==> src/rtl/clock_time_digit_writer_pkg.sv <==
// Shared definitions for the keypad date/time digit writer: digit layout,
// per-digit entry limits and the edit state machine encoding.
package clock_time_pkg;

  localparam int DIGITS      = 14;
  localparam int POS_YEAR0   = 0;
  localparam int POS_MONTH_T = 4;
  localparam int POS_DAY_T   = 6;
  localparam int POS_HOUR_T  = 8;
  localparam int POS_MIN_T   = 10;
  localparam int POS_SEC_T   = 12;

  typedef enum logic [2:0] {
    ST_IDLE,
    ST_EDIT,
    ST_CHECK,
    ST_COMMIT,
    ST_REJECT
  } state_t;

  // Largest value a single keypress may place at a digit position.
  function automatic logic [3:0] max_digit(input logic [3:0] pos);
    case (pos)
      4'(POS_MONTH_T): return 4'd1;
      4'(POS_DAY_T):   return 4'd3;
      4'(POS_HOUR_T):  return 4'd2;
      4'(POS_MIN_T):   return 4'd5;
      4'(POS_SEC_T):   return 4'd5;
      default:         return 4'd9;
    endcase
  endfunction

  // Digit idx of a packed date/time word; digit 0 is the most significant.
  function automatic logic [3:0] digit_of(input logic [DIGITS*4-1:0] t, input int idx);
    return t[(DIGITS-1-idx)*4 +: 4];
  endfunction

endpackage

==> src/rtl/clock_date_validator.sv <==
// Combinational check of a full BCD date/time: month range, day against the
// length of the month (with Gregorian leap years) and hour range.
module clock_date_validator
  import clock_time_pkg::*;
(
  input  logic [DIGITS*4-1:0] shadow,
  output logic                valid
);

  logic [3:0] y0, y1, y2, y3, mt, mu, dt, du, ht, hu;
  logic [7:0] month, day, hour, days_in_month;
  logic       leap;

  // Divisibility by 4 of a two-digit BCD number without a binary conversion.
  function automatic logic div4(input logic [3:0] tens, input logic [3:0] units);
    if (!tens[0]) return (units == 4'd0) || (units == 4'd4) || (units == 4'd8);
    else          return (units == 4'd2) || (units == 4'd6);
  endfunction

  function automatic logic [7:0] to_bin(input logic [3:0] tens, input logic [3:0] units);
    return 8'(tens) * 8'd10 + 8'(units);
  endfunction

  assign y0 = digit_of(shadow, POS_YEAR0);
  assign y1 = digit_of(shadow, POS_YEAR0 + 1);
  assign y2 = digit_of(shadow, POS_YEAR0 + 2);
  assign y3 = digit_of(shadow, POS_YEAR0 + 3);
  assign mt = digit_of(shadow, POS_MONTH_T);
  assign mu = digit_of(shadow, POS_MONTH_T + 1);
  assign dt = digit_of(shadow, POS_DAY_T);
  assign du = digit_of(shadow, POS_DAY_T + 1);
  assign ht = digit_of(shadow, POS_HOUR_T);
  assign hu = digit_of(shadow, POS_HOUR_T + 1);

  assign month = to_bin(mt, mu);
  assign day   = to_bin(dt, du);
  assign hour  = to_bin(ht, hu);

  // A century year is only a leap year when the century itself divides by 4.
  assign leap = div4(y2, y3) && (!((y2 == 4'd0) && (y3 == 4'd0)) || div4(y0, y1));

  always_comb begin
    days_in_month = 8'd0;
    case (month)
      8'd1, 8'd3, 8'd5, 8'd7, 8'd8, 8'd10, 8'd12: days_in_month = 8'd31;
      8'd4, 8'd6, 8'd9, 8'd11:                    days_in_month = 8'd30;
      8'd2:    days_in_month = leap ? 8'd29 : 8'd28;
      default: days_in_month = 8'd0;
    endcase
  end

  assign valid = (month >= 8'd1) && (month <= 8'd12) &&
                 (day >= 8'd1) && (day <= days_in_month) &&
                 (hour <= 8'd23);

endmodule

==> src/rtl/clock_time_digit_writer.sv <==
// Keypad-side shadow of the date/time: takes digit writes while editing,
// validates on exit and either loads the running clock or flags an error.
module clock_time_digit_writer
  import clock_time_pkg::*;
(
  input  logic                clk,
  input  logic                rst,
  input  logic                set_time_enable,
  input  logic [3:0]          position,
  input  logic [3:0]          new_value,
  input  logic                digit_strobe,
  input  logic [DIGITS*4-1:0] time_in,
  output logic [DIGITS*4-1:0] time_out,
  output logic                time_load,
  output logic                time_error,
  output logic                digit_reject,
  output logic                edit_active
);

  state_t              state;
  logic [DIGITS*4-1:0] shadow;
  logic                enable_prev;
  logic                shadow_valid;
  logic                digit_legal;

  clock_date_validator u_validator (
    .shadow (shadow),
    .valid  (shadow_valid)
  );

  assign digit_legal = (position <= 4'(DIGITS - 1)) && (new_value <= max_digit(position));

  // Pulses default low each cycle; only the state that owns a pulse raises it.
  always_ff @(posedge clk) begin
    if (rst) begin
      state        <= ST_IDLE;
      shadow       <= '0;
      enable_prev  <= 1'b0;
      time_out     <= '0;
      time_load    <= 1'b0;
      time_error   <= 1'b0;
      digit_reject <= 1'b0;
      edit_active  <= 1'b0;
    end else begin
      enable_prev  <= set_time_enable;
      time_load    <= 1'b0;
      time_error   <= 1'b0;
      digit_reject <= 1'b0;
      case (state)
        ST_IDLE: begin
          if (set_time_enable && !enable_prev) begin
            state       <= ST_EDIT;
            shadow      <= time_in;
            edit_active <= 1'b1;
          end
        end
        ST_EDIT: begin
          if (digit_strobe) begin
            if (digit_legal) begin
              for (int i = 0; i < DIGITS; i++)
                if (position == 4'(i)) shadow[(DIGITS-1-i)*4 +: 4] <= new_value;
            end else begin
              digit_reject <= 1'b1;
            end
          end
          if (!set_time_enable) begin
            state       <= ST_CHECK;
            edit_active <= 1'b0;
          end
        end
        // The result pulse is registered here so it is visible during COMMIT/REJECT.
        ST_CHECK: begin
          if (shadow_valid) begin
            state     <= ST_COMMIT;
            time_out  <= shadow;
            time_load <= 1'b1;
          end else begin
            state      <= ST_REJECT;
            time_error <= 1'b1;
          end
        end
        ST_COMMIT: state <= ST_IDLE;
        ST_REJECT: state <= ST_IDLE;
        default:   state <= ST_IDLE;
      endcase
    end
  end

endmodule

==> config.mk <==
export PLATFORM = sky130hd
export DESIGN_NAME = clock_time_digit_writer
export DESIGN_NICKNAME = d
export VERILOG_FILES = /design/src/rtl/clock_time_digit_writer_pkg.sv /design/src/rtl/clock_date_validator.sv /design/src/rtl/clock_time_digit_writer.sv
export SDC_FILE = /design/constraint.sdc
export NUM_CORES = 1
export LEC_CHECK = 0
export ABC_AREA = 0
export CAP_MARGIN = 40
export CORE_ASPECT_RATIO = 2
export CORE_MARGIN = 8
export CORE_UTILIZATION = 56
export CTS_CLUSTER_SIZE = 12
export DETAILED_ROUTE_END_ITERATION = 10
export HOLD_SLACK_MARGIN = 0.02
export MAX_ROUTING_LAYER = met4
export PLACE_DENSITY = 0.84
export SYNTH_ARGS = -nofsm -noshare
export SYNTH_HDL_FRONTEND = slang
export SYNTH_HIERARCHICAL = 1
export SYNTH_SLANG_ARGS = --single-unit
==> constraint.sdc <==
create_clock -name clk -period 6.2 [get_ports clk]
set_input_delay 0.62 -clock clk [delete_from_list [all_inputs] [get_ports clk]]
set_output_delay 0.62 -clock clk [all_outputs]
set_load 0.02 [all_outputs]
Yosys cells after proc, flatten, opt, wreduce, memory -nomap -nowiden
Index checks and enable logic that the tools add are counted.
Storage, ports and cells
  bits in registers: 120
  bits of input ports: 68
  output and inout bits: 60
  logic and storage cells: 168
Operators by class
  add/subtract/negate cells: 3
  multipliers: 3
  magnitude comparators: 7
  equality and inequality tests: 53
  multiplexer cells: 33
  bitwise gates (word level): 3
  reduce and logical (&&, ||, !) cells: 45
Operator list (number)
  $mux W56: 3
  $pmux W56 S2: 1
  $reduce_and A5 Y1: 14
  $mux W4: 14
  $eq A8 B4 Y1 const B: 5
  $ne A2 B2 Y1 const B: 18
  $eq A4 B3 Y1 const B: 8
  $eq A4 B4 Y1 const B: 8
  $eq A8 B3 Y1 const B: 4
  $add A8 B4 Y8: 3
  $pmux W8 S3: 1
  $mul A4 B3 Y7 const B: 3
  $eq A4 B2 Y1 const B: 4
  $eq A8 B2 Y1 const B: 2
  $ge A8 B1 Y1 const B: 2
  $logic_not A4 Y1: 4
  $pmux W4 S4: 1
  $mux W3: 3
  $pmux W3 S3: 1
  $eq A8 B1 Y1 const B: 1
  $le A8 B4 Y1 const B: 1
  $le A8 B5 Y1 const B: 1
  $le A8 B8 Y1: 1
  $logic_and A1 B1 Y1: 8
  other kinds (18): 36

Depth between registers and ports, before layout
  word-level depth: 13
  depth in mapped cells: 22
  depth with buffers taken out: 20

Cells and area by module
The synthesis kept the hierarchy.
Modules (own cells, without submodules)
  clock_time_digit_writer: times used 1, cells an instance 641, area an instance 5124.9 µm²
  clock_date_validator: times used 1, cells an instance 130, area an instance 1078.5 µm²

Least setup slack after synthesis
No wires, ideal clock.
  kind: reg-to-reg
  start point: register shadow[39]
  end point: register time_out[10]
  library setup time: 0.132 ns
  arrival: 3.860 ns
  data required time: 6.068 ns
  path slack: 2.208 ns
  stages on the path, launching flop included: 22
  path buffers: 2
  path through: dfxtp_1 ha_1 ha_1 fa_1 xor2_1 nor3b_1 mux2i_1 a22oi_4 nand2_1 ha_1 nor2b_1 nor3_1 o21bai_1 a21oi_1 a31oi_1 nor3_2 nand3_1 or2_2 buf_2 buf_2 nand2_1 a21oi_1
Between the ends
  word-level cells in the longest chain between the ends: 9
  elaborated cells on any way between the ends: 25
Ends and longest elaborated chain
  start: declaration: line clock_time_digit_writer.sv:21  | logic [DIGITS*4-1:0] shadow;
  start signal: assignment: line clock_time_digit_writer.sv:53  | shadow <= time_in;
  start signal: indexed assignment: line clock_time_digit_writer.sv:61  | if (position == 4'(i)) shadow[(DIGITS-1-i)*4 +: 4] <= new_value;
  $mul A4 B3 Y7 (*): line clock_date_validator.sv:21  | return 8'(tens) * 8'd10 + 8'(units);
  $add A8 B4 Y8 (*): line clock_date_validator.sv:21
  $eq A8 B1 Y1 (tied with other cells): line clock_date_validator.sv:44  | case (month)
  $reduce_or A7 Y1 / $reduce_or A4 Y1 (equally long branches): line clock_date_validator.sv:44
  $pmux W8 S3: line clock_date_validator.sv:44
  $le A8 B8 Y1: line clock_date_validator.sv:53  | (day >= 8'd1) && (day <= days_in_month) &&
  $logic_and A1 B1 Y1 (*) (2 in series): line clock_date_validator.sv:53
  via shadow_valid: line clock_time_digit_writer.sv:23  | logic shadow_valid;
  $reduce_and A2 Y1 (no source line) (*)
  end signal: assignment: line clock_time_digit_writer.sv:75  | time_out <= shadow;
  end: declaration: line clock_time_digit_writer.sv:13  | output logic [DIGITS*4-1:0] time_out,
The timed path passes the listed nets; every way through them passes the cells marked *.
A chain may end at the register's enable or synchronous reset.

Final worst setup path
  start point: register shadow[39]
  end point: register time_out[3]
The elaborated chain is that of the path after synthesis.

==> metrics.md <==
| Metric | Value |
|---|---|
| Run status | complete, no violations |
| Post-CTS Setup Inserts | 0 |
| Comb pwr share | 0.208 |
| Cell area after synthesis | 6200 um^2 |
| Clock Skews | 0.00916 ns |
| Worst-margin pin slew | 0.846 ns |
| Largest net degree at the start of global routing | 62 |
| Cells after Synth | 771 |
| Count of pins over their slew limit | 0 |
| Final min period | 5.05 ns |
| Slowest-stage cell, CP | nor2_4 |
| Die area | 14900 um^2 |
| Row count | 54 |
| Utilization after layout | 0.747 |
| Fill count | 811 |
| PwrDens | 300 nW/um^2 |
| Bufs on Longest Clock Path | 2 |
| Leak | 3.28 nW |
| Commonest non-fill, non-tap cells in the layout | nand2_1 (177), clkdlybuf4s50_1 (126), dfxtp_1 (120) |
| Ports | 128 |
| Die H | 165 um |
| Layout Nets | 979 |
| Pre-CTS setup slack | 1.34 ns |
| Int Pwr | 0.00172 W |
| RSZ-0062 raised after global routing | no |
| Layout area overhead | 31.0% |
| Yosys warns | 6 |
| Critical path cell sequence | ha_1, ha_1, fa_1, xor2_1, nor3b_1, mux2i_1, a22oi_4, nand2_1, ha_1, nor2b_1, nor3_1, o21bai_1, a21oi_1, a31oi_1, nor3_2, nand3_1, nor2_4, buf_4, nand2_1, a21oi_1 |
| Ratio of cells with drive above 1 in the final layout | 0.0677 |
| WS Path Type | flip-flop to flip-flop |
| Hold Violations, Final | 0 |
| Most common cell after layout, fill and taps aside | nand2_1 |
| Antenna Nets Post-Route | 0 |
| CTS Buf Count | 17 |
| EDFF count, synth | 0 |
| Initial core utilization | 0.570 |
| Net Sw Frac | 0.294 |
| Sequential area share after synthesis | 0.387 |
| CTS Hold Bufs | 0 |
| CTS resizes | 0 |
| DRT Pass-1 Iters | 6 |
| Fmax | 0.198 GHz |
| 1st-iter DRT viols | 562 |
| Final Worst Setup Slack | 1.15 ns |
| First-pass GRT wire length | 32900 um |
| Clk pwr share | 0.434 |
| CP Launch Type | flip-flop |
| Worst vdd ir | 0.268 mV |
| Vias per cell | 6.27 |
| Worst-path fanout max | 35 |
| Vias in the first global route | 6586 |
| Max-slew headroom | 0.435 |
| Post-DP HPWL | 14400 um |
| Syn Area/Cell | 8.05 um^2 |
| Largest stage delay on the critical path | 0.71 ns |
| GRT Overall Usage | 0.285 |
| Worst path buffer plus inverter count | 1 |
| Syn_nets | 876 |
| Core area | 10900 um^2 |
| Most used cell, CP | ha_1 |
| Clock sinks | 120 |
| WL final | 20800 um |
| RD Place Congestion | 0.938 |
| Crit path DAT | 5.39 ns |
| Final setup violation count | 0 |
| Switching power | 0.000718 W |
| Total congestion overflow | 0 |
| Initial antenna violation count | 1 |
| Number of synthesized register bits | 120 |
| Power after layout | 0.00244 W |
| Ys flop type | dfxtp_1 |
| Final worst path period share | 0.815 |
| Worst skew pair latency | 0.42 ns |
| CTS H-tree depth | 4 |
| DRC errors left | 0 |
| IO Port Bufs | 127 |
| Routed vias | 6441 |
| CTS tree | built |
| Crit end category | flip-flop |
| Async SR Flop Fraction | 0 |
| Max-cap violations | 0 |
| Final TNS setup | 0 ns |
| R2r setup slk | 1.15 ns |
| Flop pwr share | 0.358 |
| Routed length per instance | 20.2 um |
| Root Buffer | clkbuf_16 |
| Die width | 90.4 um |
| Worst Path Required | 6.54 ns |
| Post-synth cell types | 60 |
| CP top delay family | simple AND/OR/NAND/NOR gates |
| Reg clk slew, reported paths | 0.06 ns |
| Worst hold path class | flip-flop to flip-flop |
-- cells by family (layout without fill, tap and decap cells) --
kind of cell / Yosys count / after routing / synth area share
DFF: 120 / 120 / 0.387
AOI/OAI and AO/OA: 235 / 235 / 0.245
muxes: 3 / 3 / 0.00524
other: 0 / 1 / 0
xor gates and xnor gates: 11 / 11 / 0.0155
adders and majority gates: 37 / 37 / 0.0819
and+or+nand+nor: 295 / 295 / 0.214
buffers and inverters: 70 / 185 / 0.0510
-- metal layers --
layer / part of all wire / GRT usage / vias up
met5: 0 / - / -
li1: - / - / 2957
met2: 0.53 / 0.511 / 364
met4: 0.060 / 0.198 / 0
met3: 0.065 / 0.0574 / 93
met1: 0.34 / 0.269 / 3027
-- stage by stage --
step / hold WS [ns] / instance area, um^2 / cells
floorplan: 0.432 / 6200 / 771
global placement: 0.439 / 7450 / 992
finish: 0.452 / 8130 / 1027
CTS: 0.454 / 8130 / 1026
global route: 0.472 / 8130 / 1027
detailed placement: 0.450 / 7490 / 995
-- power by group through the flow --
stage	clock network, W	registers, W	logic [W]
2_1_floorplan	0	0.000870	0.000345
3_5_place_dp	0	0.000886	0.000484
4_1_cts	0.00106	0.000871	0.000495
5_1_grt	0.00110	0.000878	0.000552
6_report	0.00106	0.000873	0.000509
3_3_place_gp	0	0.000884	0.000461
-- layout make-up --
class,count,area (um^2),share of cell area
clock inverter,13,193,0.0237
antenna,1,2.50,0.000308
clock buffer,18,439,0.0540
tap,140,175,0.0216
inverter,19,71.3,0.00877
timing repair buffer,135,1350,0.166
multi-input combinational,581,3490,0.430
sequential,120,2400,0.296
-- worst register-to-register path, stage by stage (launching register included) --
cell      delay [ns]
dfxtp_1         0.44
ha_1            0.29
ha_1            0.23
fa_1            0.42
xor2_1          0.22
nor3b_1         0.23
mux2i_1         0.14
a22oi_4         0.23
nand2_1         0.08
ha_1            0.29
nor2b_1         0.14
nor3_1          0.13
o21bai_1        0.10
a21oi_1         0.18
a31oi_1         0.07
nor3_2          0.19
nand3_1         0.21
nor2_4          0.71
buf_4           0.41
nand2_1         0.10
a21oi_1         0.16
-- synth_stat cells (2+ instances only) --
cell type / count / area share
mux2_2: 2 / 0.0036
a211oi_1: 2 / 0.0024
nand4_1: 4 / 0.0040
nor3b_2: 2 / 0.0040
a31oi_1: 16 / 0.016
a211o_1: 4 / 0.0056
a21o_1: 3 / 0.0036
xnor2_1: 8 / 0.011
a41o_1: 26 / 0.042
and3_1: 32 / 0.032
nor3_1: 6 / 0.0048
nand2_1: 177 / 0.11
ha_1: 31 / 0.063
o21ai_1: 15 / 0.012
xor2_1: 3 / 0.0042
buf_4: 3 / 0.0036
buf_2: 22 / 0.018
o22ai_1: 2 / 0.0020
a21oi_1: 113 / 0.091
or2_2: 3 / 0.0030
o21bai_1: 2 / 0.0024
inv_1: 18 / 0.011
nand2b_1: 5 / 0.0050
a22oi_1: 13 / 0.016
a311oi_1: 15 / 0.021
nand3_1: 2 / 0.0016
fa_1: 6 / 0.019
nor3_2: 2 / 0.0032
nor3b_1: 2 / 0.0024
o21ai_0: 10 / 0.0081
nor2b_1: 5 / 0.0050
o21a_1: 2 / 0.0024
nor2_1: 42 / 0.025
dfxtp_1: 120 / 0.39
buf_6: 2 / 0.0036
nor4b_1: 2 / 0.0028
clkbuf_1: 24 / 0.015
or2_1: 3 / 0.0030
-- final timing paths --
path | end | depth (start not counted) | from
min | time_out[39] | 2 | time_out[39]
max reg2reg | time_out[3] | 20 | shadow[39]
min reg2reg | time_out[39] | 2 | time_out[39]
max | time_out[3] | 20 | shadow[39]
-- registers in the layout, summed over array words and instances (netlist names) --
name and count:
time_error 1, digit_reject 1, edit_active 1, shadow 56, time_out 56, state 3
enable_prev 1, time_load 1
Power figures use the tool's default switching activity.
==> RTL change 1 (same flow settings) <==
Change the package constant `DIGITS` from 14 to 13.
--- a/src/rtl/clock_time_digit_writer_pkg.sv
+++ b/src/rtl/clock_time_digit_writer_pkg.sv
@@ -3,5 +3,5 @@
 package clock_time_pkg;
 
-  localparam int DIGITS      = 14;
+  localparam int DIGITS      = 13;
   localparam int POS_YEAR0   = 0;
   localparam int POS_MONTH_T = 4;
Ports: changed (resized time_in and time_out); port bits go from 128 to 120. No check against the original RTL was run, so the function may have changed too.
==> RTL change 1 against the original RTL <==
  * First-iteration DRC count down 24%
  * Largest cell class unchanged
  * Clock power down 45%
  * Sequential share of layout area down 0.30 points
  * Combinational power up 2%
  * Worst setup slack worse by 0.34 ns
  * Via count down 12%
  * Largest power group is now sequential cells
  * Critical path type unchanged
  * Clock skew up 0.00067 ns
  * Sequential cell count down 8
  * Routed wire length down 15%
  * Critical endpoint is now time_out[10]$_SDFFE_PP0P_
  * Synthesized area down 1.4%
  * Cell area down 5.7%
  * Global-route usage down 3.9 points
  * Hold slack better by 0.0016 ns
  * Total power down 21%
==> RTL change 1: results (changes against the original RTL) <==
outcome completed; Hold Crit Start time_out[2]$_SDFFE_PP0P_; Cell Area, Synth 0.006115 mm² (-1.4%); sequential area share after synthesis 36.67% (-2.1 points); Final non-clock buffer share 16.78% (+0.14 points); r2r setup slk 0.81 ns (-0.34 ns); Critical Path AT 5.68 ns (+0.29 ns); CP endpoint time_out[10]$_SDFFE_PP0P_; #MultiIn Comb 533 (-8.3%); CTS buffer count 9 (-8); Hold Slack 0.4537 ns (+0.001565 ns); drt total wl 17750 µm (-15%); first-pass GRT wire length 28780 µm (-12%); CTS H-tree lvls 3 (-1); detailed placer's ending HPWL 12990 µm (-9.8%); Cells after DPL 924 (-7.1%); layout cells sized above 1 15.63% (+8.9 points); post-route design area 0.007664 mm² (-5.7%); Max VDD drop 196.1 µV (-27%); vias in the first global route 6071 (-7.8%); Clock Latency Late Sink 0.36 ns (-0.06 ns); Async S/R FF share, synth 0% (unchanged); fillcell total 846 (+4.3%); Detailed Route Iter0 Violations 426 (-24%); post-synthesis instance total 702 (-8.9%); multi-input combinational area share 47.09% (+4.1 points); synthesized net count 803 (-8.3%); clock buf count 12 (-6); dpl ws 0.8921 ns (-0.4490 ns); Storage cell area 0.002242 mm² (-6.7%); Psw 0.6085 mW (-15%); Rel. slew slack 36.23% (-7.2 points); number of cells on the worst reg-to-reg path 19 (-5.0%); dpl cell area 0.007361 mm² (-1.8%); hold endpoint time_out[2]$_SDFFE_PP0P_; Final min period 5.392 ns (+0.3407 ns); clock skew 0.009828 ns (+0.0006671 ns); Port Buffers 119 (-6.3%); initial antenna violation count 0 (-1); Layout clock area frac 3.951% (-3.8 points); Synth area leaders dfxtp_1, a21oi_1, a211oi_2; FFs & Latches 112 (-6.7%); Pleak 2.729 nW (-17%); maximum fanout along the worst path 26 (-26%); vias per cell 6.014 (-4.1%); Synth cell types 60 (unchanged); largest net degree at the start of global routing 73 (+18%); Final Instance Count excl. Fillers 940 (-8.5%); number of ordinary inverters in the final layout 13 (-6); Switching Share 31.71% (+2.3 points); Regs by FF count shadow (52), time_out (52), state (3)
-- RTL change 1: per-layer routing --
| metal | GRT usage [%] | up-vias | share of wire [%] |
|---|---|---|---|
| li1 | - | 2682 | - |
| met1 | 22.36 | 2714 | 35 |
| met2 | 45.05 | 184 | 55 |
| met3 | 4.439 | 73 | 4.5 |
| met4 | 18.23 | 0 | 5.4 |
| met5 | - | - | 0 |
-- RTL change 1: critical path: cells and delay by family (launching register included) --
kind	cells	cell delay (ns)
buffers and inverters	1	0.34
AND/OR/NAND/NOR	6	2.13
flip-flops	1	0.47
AO/OA/AOI/OAI	7	0.91
adder cells (fa/ha/maj)	4	1.27
XOR/XNOR	1	0.21
-- RTL change 1: cells by family after synthesis --
group / count (synthesis) / synth area share [%]
AO/OA/AOI/OAI: 269 / 30.67
XOR/XNOR: 10 / 1.432
adder cells (fa/ha/maj): 37 / 8.308
buffers and inverters: 57 / 4.440
flip-flops: 112 / 36.67
multiplexers: 3 / 0.5116
AND/OR/NAND/NOR: 214 / 17.97
==> RTL change 2 (same settings) <==
Made on the original files. Encoding of `state_t`: now Gray code (3 bits for 5 states).
--- a/src/rtl/clock_time_digit_writer_pkg.sv
+++ b/src/rtl/clock_time_digit_writer_pkg.sv
@@ -12,9 +12,9 @@
 
   typedef enum logic [2:0] {
-    ST_IDLE,
-    ST_EDIT,
-    ST_CHECK,
-    ST_COMMIT,
-    ST_REJECT
+    ST_IDLE   = 3'b000,
+    ST_EDIT   = 3'b001,
+    ST_CHECK  = 3'b011,
+    ST_COMMIT = 3'b010,
+    ST_REJECT = 3'b110
   } state_t;
 
Check against the original RTL: no difference found for any inputs over 4 cycles, from zero or initial values and one cycle with rst high; so few cycles prove little.
==> RTL change 2 against the original RTL <==
  * Cell area grew 1.8%
  * Routed wire length shrank 4.8%
  * Sequential cell count is the same
  * Worst setup slack gained 0.33 ns
  * Synthesized area grew 2.5%
  * Count of clock-buffer cells in the layout grew 5
  * Total power shrank 2.3%
==> RTL change 2: results (changes against the original RTL) <==
initial antenna violation count 2 (+1); Comb pwr share 23.5% (+2.7 points); WL met3 975 µm (-27%); Crit-path slowest cell nand3_2; Cells after DPL 962 (-3.3%); first-pass GRT wire length 31770 µm (-3.3%); RR Endpoint time_out[34]$_SDFFE_PP0P_; dpl cell area 0.007709 mm² (+2.9%); largest net degree at the start of global routing 67 (+8.1%); fmax 212.0 MHz (+7.1%); wl on met1 7064 µm (-0.27%); Synth Area in Compound Gates 30.89% (+6.3 points); synthesized net count 840 (-4.1%); Hold Slack 0.4499 ns (-0.002230 ns); Psw 0.7014 mW (-2.3%); maximum fanout along the worst path 32 (-8.6%); sequential area share after synthesis 37.77% (-0.95 points); Pleak 2.916 nW (-11%); Total Nets Final 944 (-3.6%); GRT Util Overall 26.52% (-2.0 points); XOR/XNOR share of the synthesized area 1.653% (+0.10 points); Area Growth Syn to Fin 30.06%; fillcell total 829 (+2.2%); Detailed Route Iter0 Violations 439 (-22%); layout cells sized above 1 13.58% (+6.8 points); GP Congestion 0.9126 (-2.7%); Max VDD drop 228.1 µV (-15%); Hold Crit Start time_out[31]$_SDFFE_PP0P_; clk root buf clkbuf_16; Final Instance Count excl. Fillers 991 (-3.5%); WL per Instance 19.95 µm (-1.3%); Synth area leaders dfxtp_1, a21oi_1, a211oi_2; First-pass DRT Iterations 5 (-1); Synth Area in Adders 7.987% (-0.20 points); vias per cell 6.221 (-0.81%); Pint 1.684 mW (-2.3%); vias in the first global route 6591 (+0.076%); Met2 Wirelength 10620 µm (-4.3%); Worst path max stage delay 0.54 ns (-0.17 ns); clock skew 0.004668 ns (-0.004492 ns); Post-synth top cells a21oi_1, nand2_1, dfxtp_1; post-synthesis mux area share 0.4918% (-0.033 points); dpl ws 1.484 ns (+0.1433 ns); CTS clk-pin slew, worst paths 0.05 ns; detailed placer's ending HPWL 13960 µm (-3.0%); outcome completed; CTS H-tree lvls 4 (unchanged); number of cells on the worst reg-to-reg path 19 (-5.0%)
==> RTL change 2: cell count changes after synthesis, sizes merged, moves of 16 or more <==
cell / delta
a21oi: +20
a41o: -26
o21ai: +35
nor2: -16
a211oi: +54
nand2: -53
and3: -28
==> RTL change 2: cell type report <==
type / count / share of cell area, %
clock inverter: 4 / 0.8471
tap: 142 / 2.148
sequential: 120 / 29.04
multi-input combinational: 543 / 43.94
clock buffer: 23 / 5.899
inverter: 20 / 0.9076
timing repair buffer: 137 / 17.15
antenna: 2 / 0.06051
==> RTL change 2: routing by layer <==
layer  up-vias  GRT usage [%]
met3        98          5.313
li1       2815              -
met4         0          18.45
met1      2969          25.19
met5         -              -
met2       283          46.57
==> RTL change 2: kinds of logic after synthesis <==
group / after synthesis
AO/OA/AOI/OAI: 281
XOR/XNOR: 12
adder cells (fa/ha/maj): 37
buffers and inverters: 72
flip-flops: 120
multiplexers: 3
AND/OR/NAND/NOR: 210
